`src/rtl/vga_pkg.sv`:
```
// Default 800x600@60 timing constants shared by the VGA raster generator.
// Modules take these as parameter defaults so other modes can be built from the same RTL.
package vga_pkg;

  localparam int DEF_H_ACTIVE = 800;
  localparam int DEF_H_FP     = 40;
  localparam int DEF_H_SYNC   = 128;
  localparam int DEF_H_BP     = 88;
  localparam int DEF_H_TOTAL  = DEF_H_ACTIVE + DEF_H_FP + DEF_H_SYNC + DEF_H_BP;

  localparam int DEF_V_ACTIVE = 600;
  localparam int DEF_V_FP     = 1;
  localparam int DEF_V_SYNC   = 4;
  localparam int DEF_V_BP     = 23;
  localparam int DEF_V_TOTAL  = DEF_V_ACTIVE + DEF_V_FP + DEF_V_SYNC + DEF_V_BP;

  localparam int DEF_H_SYNC_START = DEF_H_ACTIVE + DEF_H_FP;
  localparam int DEF_H_SYNC_END   = DEF_H_SYNC_START + DEF_H_SYNC - 1;
  localparam int DEF_V_SYNC_START = DEF_V_ACTIVE + DEF_V_FP;
  localparam int DEF_V_SYNC_END   = DEF_V_SYNC_START + DEF_V_SYNC - 1;

  localparam int   DEF_CNT_W    = 11;
  localparam logic DEF_SYNC_POL = 1'b1;

endpackage

```
`src/rtl/vga_axis_ctr.sv`:
```
// One raster axis: a wrap counter advanced by carry_i, with sync/blank decoded
// from the next-state count so the registered flags line up with count_o.
module vga_axis_ctr
  import vga_pkg::*;
#(
  parameter int   CNT_W    = DEF_CNT_W,
  parameter int   ACTIVE   = DEF_H_ACTIVE,
  parameter int   FP       = DEF_H_FP,
  parameter int   SYNC     = DEF_H_SYNC,
  parameter int   BP       = DEF_H_BP,
  parameter logic SYNC_POL = DEF_SYNC_POL
) (
  input  logic             clk_i,
  input  logic             rst_n_i,
  input  logic             carry_i,
  output logic [CNT_W-1:0] count_o,
  output logic             sync_o,
  output logic             blnk_o,
  output logic             carry_o
);

  localparam int               TOTAL      = ACTIVE + FP + SYNC + BP;
  localparam logic [CNT_W-1:0] LAST       = CNT_W'(TOTAL - 1);
  localparam logic [CNT_W-1:0] ACT_END    = CNT_W'(ACTIVE);
  localparam logic [CNT_W-1:0] SYNC_FIRST = CNT_W'(ACTIVE + FP);
  localparam logic [CNT_W-1:0] SYNC_LAST  = CNT_W'(ACTIVE + FP + SYNC - 1);
  localparam logic [CNT_W-1:0] ONE        = CNT_W'(1);

  logic [CNT_W-1:0] count_q, count_d;
  logic             sync_q, blnk_q;

  assign carry_o = carry_i && (count_q == LAST);

  always_comb begin
    count_d = count_q;
    if (carry_i) begin
      count_d = carry_o ? '0 : count_q + ONE;
    end
  end

  always_ff @(posedge clk_i or negedge rst_n_i) begin
    if (!rst_n_i) begin
      count_q <= '0;
      sync_q  <= ~SYNC_POL;
      blnk_q  <= 1'b0;
    end else begin
      count_q <= count_d;
      sync_q  <= ((count_d >= SYNC_FIRST) && (count_d <= SYNC_LAST)) ? SYNC_POL : ~SYNC_POL;
      blnk_q  <= (count_d >= ACT_END);
    end
  end

  assign count_o = count_q;
  assign sync_o  = sync_q;
  assign blnk_o  = blnk_q;

endmodule

```
`src/rtl/vga_timing_gen.sv`:
```
// Free-running VGA raster timing generator: two chained axis counters plus
// start-of-line/frame strobes and a completed-frame counter, all registered.
module vga_timing_gen
  import vga_pkg::*;
#(
  parameter int   H_ACTIVE = DEF_H_ACTIVE,
  parameter int   H_FP     = DEF_H_FP,
  parameter int   H_SYNC   = DEF_H_SYNC,
  parameter int   H_BP     = DEF_H_BP,
  parameter int   V_ACTIVE = DEF_V_ACTIVE,
  parameter int   V_FP     = DEF_V_FP,
  parameter int   V_SYNC   = DEF_V_SYNC,
  parameter int   V_BP     = DEF_V_BP,
  parameter logic SYNC_POL = DEF_SYNC_POL,
  parameter int   CNT_W    = DEF_CNT_W
) (
  input  logic             clk_i,
  input  logic             rst_n_i,
  input  logic             pix_en_i,
  output logic [CNT_W-1:0] hcount_o,
  output logic [CNT_W-1:0] vcount_o,
  output logic             hsync_o,
  output logic             vsync_o,
  output logic             hblnk_o,
  output logic             vblnk_o,
  output logic             sol_o,
  output logic             sof_o,
  output logic [15:0]      frame_cnt_o
);

  logic        h_carry, v_carry;
  logic        sol_q, sof_q;
  logic [15:0] frame_cnt_q, frame_cnt_d;

  vga_axis_ctr #(
    .CNT_W(CNT_W), .ACTIVE(H_ACTIVE), .FP(H_FP), .SYNC(H_SYNC), .BP(H_BP), .SYNC_POL(SYNC_POL)
  ) u_h_ctr (
    .clk_i   (clk_i),
    .rst_n_i (rst_n_i),
    .carry_i (pix_en_i),
    .count_o (hcount_o),
    .sync_o  (hsync_o),
    .blnk_o  (hblnk_o),
    .carry_o (h_carry)
  );

  // The vertical axis only moves on the edge where the line wraps.
  vga_axis_ctr #(
    .CNT_W(CNT_W), .ACTIVE(V_ACTIVE), .FP(V_FP), .SYNC(V_SYNC), .BP(V_BP), .SYNC_POL(SYNC_POL)
  ) u_v_ctr (
    .clk_i   (clk_i),
    .rst_n_i (rst_n_i),
    .carry_i (h_carry),
    .count_o (vcount_o),
    .sync_o  (vsync_o),
    .blnk_o  (vblnk_o),
    .carry_o (v_carry)
  );

  always_comb begin
    frame_cnt_d = frame_cnt_q;
    if (v_carry) begin
      frame_cnt_d = frame_cnt_q + 16'd1;
    end
  end

  // Carries already include pix_en, so stalled cycles register zero strobes.
  always_ff @(posedge clk_i or negedge rst_n_i) begin
    if (!rst_n_i) begin
      sol_q       <= 1'b0;
      sof_q       <= 1'b0;
      frame_cnt_q <= '0;
    end else begin
      sol_q       <= h_carry;
      sof_q       <= v_carry;
      frame_cnt_q <= frame_cnt_d;
    end
  end

  assign sol_o       = sol_q;
  assign sof_o       = sof_q;
  assign frame_cnt_o = frame_cnt_q;

endmodule

```
`config.mk`:
```
export PLATFORM = sky130hd
export DESIGN_NAME = vga_timing_gen
export DESIGN_NICKNAME = d
export VERILOG_FILES = /design/src/rtl/vga_pkg.sv /design/src/rtl/vga_axis_ctr.sv /design/src/rtl/vga_timing_gen.sv
export SDC_FILE = /design/constraint.sdc
export NUM_CORES = 1
export LEC_CHECK = 0
export ABC_AREA = 1
export CAP_MARGIN = 40
export CORE_MARGIN = 3
export CORE_UTILIZATION = 50
export DETAILED_ROUTE_END_ITERATION = 10
export PLACE_DENSITY = 0.75
export RECOVER_POWER = 50
export SYNTH_ARGS = -nofsm -noshare
export SYNTH_HDL_FRONTEND = slang
export SYNTH_SLANG_ARGS = --single-unit
```
`constraint.sdc`:
```
create_clock -name clk_i -period 2.4 [get_ports clk_i]
set_input_delay 0.48 -clock clk_i [delete_from_list [all_inputs] [get_ports clk_i]]
set_output_delay 0.48 -clock clk_i [all_outputs]
set_load 0.01 [all_outputs]
```
==> results of run 1 <==
-- placed cells by master, fill, tap and decap left out, drive strengths merged --
| cell type | synthesis | final |
|---|---|---|
| a21oi | 7 | 7 |
| and2 | 1 | 1 |
| buf | 1 | 9 |
| clkbuf | 0 | 7 |
| clkdlybuf4s50 | 0 | 37 |
| clkinv | 1 | 2 |
| clkinvlp | 0 | 1 |
| dfrtp | 44 | 44 |
| dlygate4sd3 | 0 | 8 |
| ha | 3 | 3 |
| inv | 52 | 52 |
| nand2 | 74 | 74 |
| nand3 | 40 | 40 |
| nand4 | 11 | 11 |
| nor2 | 50 | 50 |
| nor3 | 8 | 8 |
| o21ai | 8 | 8 |
| xnor2 | 5 | 5 |
| xor2 | 15 | 15 |
-- where the power goes --
part	leakage, uW	internal, uW	total, uW	switching (uW)
clock network	0.0000414	207	456	249
logic	0.00110	288	666	378
registers	0.000529	831	993	162
total	0.00167	1330	2110	788
-- path summary, 6_finish.rpt --
kind | endpoint | startpoint | slack, ns | cells after the start
min in group clk_i | frame_cnt_o[15] | frame_cnt_o[15] | 0.46 | 1
hold / removal | u_h_ctr.blnk_o | rst_n_i | 0.45 | 2
setup / recovery | u_v_ctr.sync_o | pix_en_i | 0.20 | 12
hold reg to reg | frame_cnt_o[15] | frame_cnt_o[15] | 0.46 | 1
setup reg to reg | u_v_ctr.blnk_o | u_h_ctr.count_o[0] | 0.28 | 10
max in group asynchronous | u_v_ctr.count_o[5] | rst_n_i | 1.31 | 2
-- area by class of cell --
class	count	area (um^2)	share of cell area
Multi-Input combinational cell	222	1290	0.391
Sequential cell	44	1100	0.334
Timing Repair Buffer	55	533	0.162
Inverter	53	199	0.0604
Tap cell	67	83.8	0.0254
Clock buffer	6	72.6	0.0220
Clock inverter	2	16.3	0.00494
-- layer usage --
layer	track usage	up-vias	wire, um
met5	0	-	0
met4	0.0524	0	28
met3	0.0413	2	246
met2	0.319	49	2790
met1	0.289	1056	2610
li1	-	1135	-
-- cells by family (layout without fill, tap and decap cells) --
kind of cell,count (synthesis),count (layout),synth area share
flip-flops,44,44,0.421
adder cells (fa/ha/maj),3,3,0.0144
buffers and inverters,54,116,0.0804
AO/OA/AOI/OAI,15,15,0.0302
XOR/XNOR,20,20,0.0699
AND/OR/NAND/NOR,184,184,0.384
-- state kept, by name (all words and copies together), names as in the netlist --
signal / cells
u_v_ctr.sync_o: 1
sof_o: 1
frame_cnt_o: 16
u_h_ctr.sync_o: 1
sol_o: 1
u_h_ctr.count_o: 11
u_v_ctr.blnk_o: 1
u_v_ctr.count_o: 11
u_h_ctr.blnk_o: 1
-- per-stage QoR --
step / hold WS [ns] / instance area [um^2] / TNS, ns
floorplan: 0.184 / 2610 / 0
global placement: 0.456 / 3220 / -0.0501
detailed placement: 0.462 / 3220 / -0.0806
CTS: 0.271 / 3310 / 0
global route: 0.492 / 3300 / 0
finish: 0.448 / 3300 / 0
==> flow_summary.ini, run 1 <==
[power_and_ir_drop]
irDropWorstVdd_mv = 0.359
power_density_nw_per_um2 = 642
leakage_uw = 0.00167
total_power_uw = 2110

[logic_synthesis]
yosys.cell_types.count = 28
syn_area_per_cell_um2 = 8.17
yosys.area.top_type = dfrtp_1
ys_ff_latch = 44
yosys.cell_count.top_type = nand2_1
yosysWarnings = 0
yosys-top-cells-count = 63 x nand2_1, 46 x inv_1, 44 x dfrtp_1
synth_edf_count = 0
ys_seq_area_frac = 0.421
synthFlopType = dfrtp_1
synth_area_um2 = 2610
synth_top_area_frac = 0.421
async_reset_ff_frac = 1.00
netlist_instances = 320
syn-num-nets = 326
synthTopCellsByArea = dfrtp_1 42%, nand2_1 9.0%, inv_1 6.6%

[clock_network]
root_buffer = clkbuf_8
path_clk_slew_ns = 0.08
clockBufferDepth = 2
ctsHoldBuffers = 0
cts.repair.resized = 0
cts.sinks = 44
insertion_delay_ns = 0.29
cts_setup_buffers = 0
cts_inserted_buffers = 5
htreeDepth = 2
cts_tree = done

[setup_path]
cp.arrival_ns = 2.43
critPathLaunchType = primary input
cp-end-kind = flip-flop
cpPeakStageDelay_ns = 0.61
required_ns = 2.63
cp_common_cell = nor2_1
path_class = in -> reg
path_delay_family = simple AND/OR/NAND/NOR gates
worstPathBufferInverterCount = 1
crit_chain = clkdlybuf4s50_1 > nand2_1 > nor2_4 > nand3_4 > nor2_2 > nor2_1 > nor2_1 > nor2_1 > and2_1 > nand3_1 > nand3_1 > nand2_1
cp_max_fo = 10
cpMaxStageDelayCell = clkdlybuf4s50_1

[global_route]
first_global_vias = 2191
grt_pass1_wl_mm = 10.1
antenna_found_initial = 0
track_usage = 0.204
grt_overflow_total = 0
grt_start_max_net_pins = 45

[run]
maxCapViolations = 0

[route]
drt_first_pass_iters = 4
vias = 2242
dr.first_iter.drc_count = 177
wire_per_inst_um = 12.6
remaining_drc_errors = 0
wl_mm = 5.68
via_per_inst = 4.99
postRouteAntennaNets = 0

[timing]
setup_ws_ns = 0.199
fmax_ghz = 0.454
min_period_ns = 2.20
min_period_over_period = 0.917
drv_slew = 0
setup_viol = 0
finalHoldViolations = 0
fin_skew_ns = 0.00503
worst_pin_slew_ns = 1.05
maxSlewHeadroom = 0.299
rsz0062_at_grt = no

[die]
core_area_um2 = 4880
die_x_um = 78.3
start_util = 0.536
num_io_pins = 47
die_area_um2 = 6130
fp.dieH_um = 78.3
rows = 25

[min_path]
hp-class = in -> async

[layout]
drive_above_1_share = 0.162
final_core_util = 0.675
antennaDiodeCount = 0
fin_cells = 449
fill_cells = 415
area_delta_synth_final_pct = 26.1
nets = 387

[place]
dp_slack_ns = -0.0543
dp_cells = 441
hpwl_mm = 4.36
port_buffers = 46
finalWeightedCongestion = 0.874

[outcome]
status = finished clean
Note: power is estimated with default switching activity, not from simulation.
==> run 2: changes to the inputs <==
==> constraint.sdc (replaced) <==
create_clock -name clk_i -period 2.4 [get_ports clk_i]
set_input_delay 0.36 -clock clk_i [delete_from_list [all_inputs] [get_ports clk_i]]
set_output_delay 0.36 -clock clk_i [all_outputs]
set_load 0.01 [all_outputs]
==> run 2 against run 1 <==
- cell count is 1.1% lower
- largest power group unchanged
- clock-buffer cell count shrank 1
- largest cell class unchanged
- maximum frequency is 2.6% higher
- global-route usage fell by 0.27 points
- non-clock buffer count down 5
- final area down 1.3%
- total power is 0.51% higher
==> flow_summary.ini, run 2 (synthesis results as in run 1) <==
[outcome]
status = finished clean

[timing]
drv_slew = 0
fmax_ghz = 0.466
finalHoldViolations = 0
setup_ws_ns = 0.255
maxSlewHeadroom = 0.285
hold_slack_ns = 0.325
setup_viol = 0
min_period_over_period = 0.894
rsz0062_at_grt = no
min_period_ns = 2.15
worst_pin_slew_ns = 1.07
fin_skew_ns = 0.00572

[power_and_ir_drop]
irDropWorstVdd_mv = 0.421
power_density_nw_per_um2 = 653
leakage_uw = 0.00166

[route]
via_per_inst = 5.02
drt_first_pass_iters = 4
postRouteAntennaNets = 0
wl_mm = 5.56
dr.first_iter.drc_count = 164
vias = 2230
wire_per_inst_um = 12.5
remaining_drc_errors = 0

[run]
maxCapViolations = 0

[place]
port_buffers = 46
finalWeightedCongestion = 0.890
place_area_um2 = 3170
dp_slack_ns = -0.0311
hpwl_mm = 4.23

[setup_path]
r2r-start = u_v_ctr.count_o[0]
required_ns = 2.64
r2r_cells = 11
cp.arrival_ns = 2.38
r2r-end = frame_cnt_o[14]
worstPathBufferInverterCount = 3
cp_max_fo = 10
path_delay_family = simple AND/OR/NAND/NOR gates
cpMaxStageDelayCell = clkdlybuf4s50_1
path_depth = 11
critPathLaunchType = primary input
cp-end-kind = flip-flop
path_class = in -> reg
crit_chain = clkdlybuf4s50_1 > nand2_1 > nor2_4 > nand3_4 > nand3_1 > o21ai_0 > o21ai_0 > inv_1 > o21ai_1 > inv_1 > nor2_1
r2r_slack_ns = 0.27
cpPeakStageDelay_ns = 0.64

[clock_network]
root_buffer = clkbuf_8
cts_tree = done
clockBufferDepth = 2
insertion_delay_ns = 0.30
cts.sinks = 44
htreeDepth = 2
cts_inserted_buffers = 5
path_clk_slew_ns = 0.09

[global_route]
antenna_found_initial = 0
grt_start_max_net_pins = 45
grt_pass1_wl_mm = 9.83
grt_overflow_total = 0
track_usage = 0.201
first_global_vias = 2064

[layout]
final_core_util = 0.667
nets = 382
antennaDiodeCount = 0
final_cell_mix = 64 x nand2_1, 46 x inv_1, 44 x dfrtp_1
area_delta_synth_final_pct = 24.5
design_area_um2 = 3250
drive_above_1_share = 0.162
largest_register_ffs = 16
final_common_cell = nand2_1

[die]
die_area_um2 = 6130
fp.dieH_um = 78.3
die_x_um = 78.3
num_io_pins = 47
start_util = 0.536
core_area_um2 = 4880
rows = 25

[min_path]
hp-class = in -> async
-- run 2: cell count changes in the layout (fill, tap and decap cells not counted), sizes merged --
cell           delta
clkbuf            -1
dlygate4sd3       +4
clkdlybuf4s50     -4
inv               +1
buf               -5
-- run 2: metrics by stage --
step,total power [uW],setup TNS (ns),instances
final,2130,0,444
after global routing,2280,0,444
after CTS,2150,0,444
after detailed placement,1680,-0.0311,436
after global placement,1670,0,436
after floorplan,1380,0,320
-- run 2: worst max-delay path by stage --
stage	start	to	slack [ns]
floorplan	u_v_ctr.count_o[0]	frame_cnt_o[14]	0.48
global placement	pix_en_i	u_v_ctr.sync_o	0.02
detailed placement	pix_en_i	u_v_ctr.sync_o	-0.03
CTS	u_v_ctr.count_o[0]	u_v_ctr.sync_o	0.24
global route	u_h_ctr.count_o[0]	u_v_ctr.sync_o	0.05
finish	pix_en_i	u_h_ctr.sync_o	0.25
-- run 2: cell type report --
cell class	count	area (um^2)
fillers	441	1630
multi-input cells	222	1300
flip-flops and latches	44	1100
repair buffers	50	483
inverters	53	199
well taps	67	83.8
clock buffers	5	68.8
clock inverters	3	21.3
-- run 2: report_power, final --
group	switching (uW)	internal [uW]	total (uW)
sequential	158	831	989
clock	273	207	480
combinational	374	283	656
total	804	1320	2130
-- run 2: layer usage --
| layer | vias up | GRT usage | wire length (um) |
|---|---|---|---|
| met5 | - | 0 | 0 |
| met4 | 0 | 0.0629 | 85 |
| met3 | 8 | 0.0401 | 201 |
| met2 | 41 | 0.321 | 2680 |
| met1 | 1059 | 0.275 | 2590 |
| li1 | 1122 | - | - |
-- run 2: repair_timing --
action,in CTS,in global routing
resized for setup,0,1
hold buffers,0,0
setup endpoints to repair,0,1
buffers inserted,0,0
endpoints found under the hold margin,0,0
==> run 3: changes to the inputs <==
--- a/config.mk
+++ b/config.mk
@@ -6,11 +6,11 @@
 export NUM_CORES = 1
 export LEC_CHECK = 0
 export ABC_AREA = 1
-export CAP_MARGIN = 40
+export CAP_MARGIN = 20
 export CORE_MARGIN = 3
-export CORE_UTILIZATION = 50
+export CORE_UTILIZATION = 45
 export DETAILED_ROUTE_END_ITERATION = 10
-export PLACE_DENSITY = 0.75
+export PLACE_DENSITY = 0.68
 export RECOVER_POWER = 50
 export SYNTH_ARGS = -nofsm -noshare
 export SYNTH_HDL_FRONTEND = slang
==> constraint.sdc (replaced) <==
create_clock -name clk_i -period 2.4 [get_ports clk_i]
set_input_delay 0.72 -clock clk_i [delete_from_list [all_inputs] [get_ports clk_i]]
set_output_delay 0.72 -clock clk_i [all_outputs]
set_load 0.01 [all_outputs]
==> run 3 against run 2 <==
- total power increased by 1.2%
- register-to-register slack improved by 0.03 ns
- sequential power about the same
- cell count increased by 6.5%
- final area increased by 4.8%
- largest cell class unchanged
- largest power group unchanged
==> flow_summary.ini, run 3 (synthesis results as in run 1) <==
[min_path]
min-delay-start = frame_cnt_o[15]
hold_end = frame_cnt_o[15]
hp-class = reg -> reg
hold_path_depth = 1

[route]
wire_per_inst_um = 12.6
postRouteAntennaNets = 0
via_per_inst = 4.92
drt_first_pass_iters = 4
wl_mm = 5.96
remaining_drc_errors = 0
dr.first_iter.drc_count = 119
vias = 2327

[outcome]
status = finished clean

[clock_network]
path_clk_slew_ns = 0.09
cts.sinks = 44
insertion_delay_ns = 0.30
cts_inserted_buffers = 5
clockBufferDepth = 2
root_buffer = clkbuf_8
cts_tree = done
htreeDepth = 2

[global_route]
first_global_vias = 2300
track_usage = 0.203
grt_pass1_wl_mm = 10.5
grt_start_max_net_pins = 45
grt_overflow_total = 0
antenna_found_initial = 0

[layout]
antennaDiodeCount = 0
area_delta_synth_final_pct = 30.4
largest_register_ffs = 16
final_common_cell = nand2_1
nets = 406
drive_above_1_share = 0.187
final_core_util = 0.612
final_cell_mix = 66 x nand2_1, 46 x inv_1, 44 x dfrtp_1, 44 x clkdlybuf4s50_1, 37 x nor2_1

[power_and_ir_drop]
power_switching_uw = 795
swShare = 0.370
irDropWorstVdd_mv = 0.438
leakage_uw = 0.00174
pwr-share-seq = 0.459
pwr-share-comb = 0.322
p_int_uw = 1360
power.share.clock = 0.219
power_density_nw_per_um2 = 631

[setup_path]
cp-end-kind = primary output
cpPeakStageDelay_ns = 0.60
path_delay_family = buffers and inverters
worstPathBufferInverterCount = 1
r2r_slack_ns = 0.30
path_class = reg -> out
cpMaxStageDelayCell = clkdlybuf4s50_1
r2r_cells = 10
critPathLaunch = u_h_ctr.count_o[8]
r2r-start = u_h_ctr.count_o[0]
cp.arrival_ns = 1.45
crit_chain = clkdlybuf4s50_1
cp_max_fo = 7
r2r-end = u_v_ctr.blnk_o
required_ns = 1.68
critPathLaunchType = flip-flop

[die]
fp.dieH_um = 82.2
rows = 27
num_io_pins = 47
start_util = 0.469
die_area_um2 = 6760
die_x_um = 82.2
core_area_um2 = 5570

[timing]
maxSlewHeadroom = 0.275
drv_slew = 0
hold_slack_ns = 0.477
setup_viol = 0
fin_skew_ns = 0.00646
setup_ws_ns = 0.235
rsz0062_at_grt = no
setup_tns_ns = 0
finalHoldViolations = 0
min_period_ns = 2.17
fmax_ghz = 0.462
worst_pin_slew_ns = 1.09
min_period_over_period = 0.902

[place]
port_buffers = 46
dp_slack_ns = -0.262
finalWeightedCongestion = 0.863
hpwl_mm = 4.61

[run]
maxCapViolations = 0
-- run 3: cell types whose count changed in the layout (fill, tap and decap cells not counted), sizes merged --
cell           change
dlygate4sd3       -12
buf               +21
clkdlybuf4s50     +11
inv                -1
clkbuf             +5
-- run 3: power groups by stage --
stage	Clock [uW]	Combinational [uW]	Sequential, uW
3_5_place_dp	0	711	1000
3_3_place_gp	0	702	1010
5_1_grt	516	778	1010
6_report	470	693	987
2_1_floorplan	0	358	1020
4_1_cts	489	715	988
-- run 3: worst reg2reg max path: cells and delay by family, from the launching register on --
kind            cells  cell delay [ns]
simple gates        7             1.06
flops               1             0.42
compound gates      2             0.27
fa+ha+maj           1             0.22
-- run 3: through the flow --
| stage | instance area [um^2] | std cells | power (uW) |
|---|---|---|---|
| 3_5_place_dp | 3370 | 465 | 1710 |
| 3_3_place_gp | 3370 | 465 | 1710 |
| 5_1_grt | 3410 | 473 | 2300 |
| 2_1_floorplan | 2610 | 320 | 1380 |
| 6_report | 3410 | 473 | 2150 |
| 4_1_cts | 3460 | 473 | 2190 |
-- run 3: layout make-up --
cell class                      instances  area [um^2]
Fill cell                             532         2160
Sequential cell                        44         1100
Clock inverter                          2         16.3
Timing Repair Buffer                   74          666
Clock buffer                            6         72.6
Multi-Input combinational cell        222         1260
Tap cell                               72         90.1
Inverter                               53          199
-- run 3: timing repair --
item / CTS / global route
buffers inserted: 0 / 0
gates resized for setup: 0 / 1
hold buffers: 0 / 0
endpoints found under the setup margin: 0 / 6
-- run 3: how the worst max path moves through the flow --
| stage | end | cells after the start |
|---|---|---|
| finish | hcount_o[8] | 1 |
| global route | u_v_ctr.sync_o | 11 |
| CTS | u_v_ctr.sync_o | 11 |
| detailed placement | u_v_ctr.sync_o | 11 |
| global placement | u_v_ctr.sync_o | 11 |
| floorplan | u_v_ctr.sync_o | 10 |
-- run 3: layer usage --
layer | wire (um) | global-route usage
met5 | 0 | 0
met4 | 115 | 0.0880
met3 | 234 | 0.0412
met2 | 2870 | 0.330
met1 | 2740 | 0.260
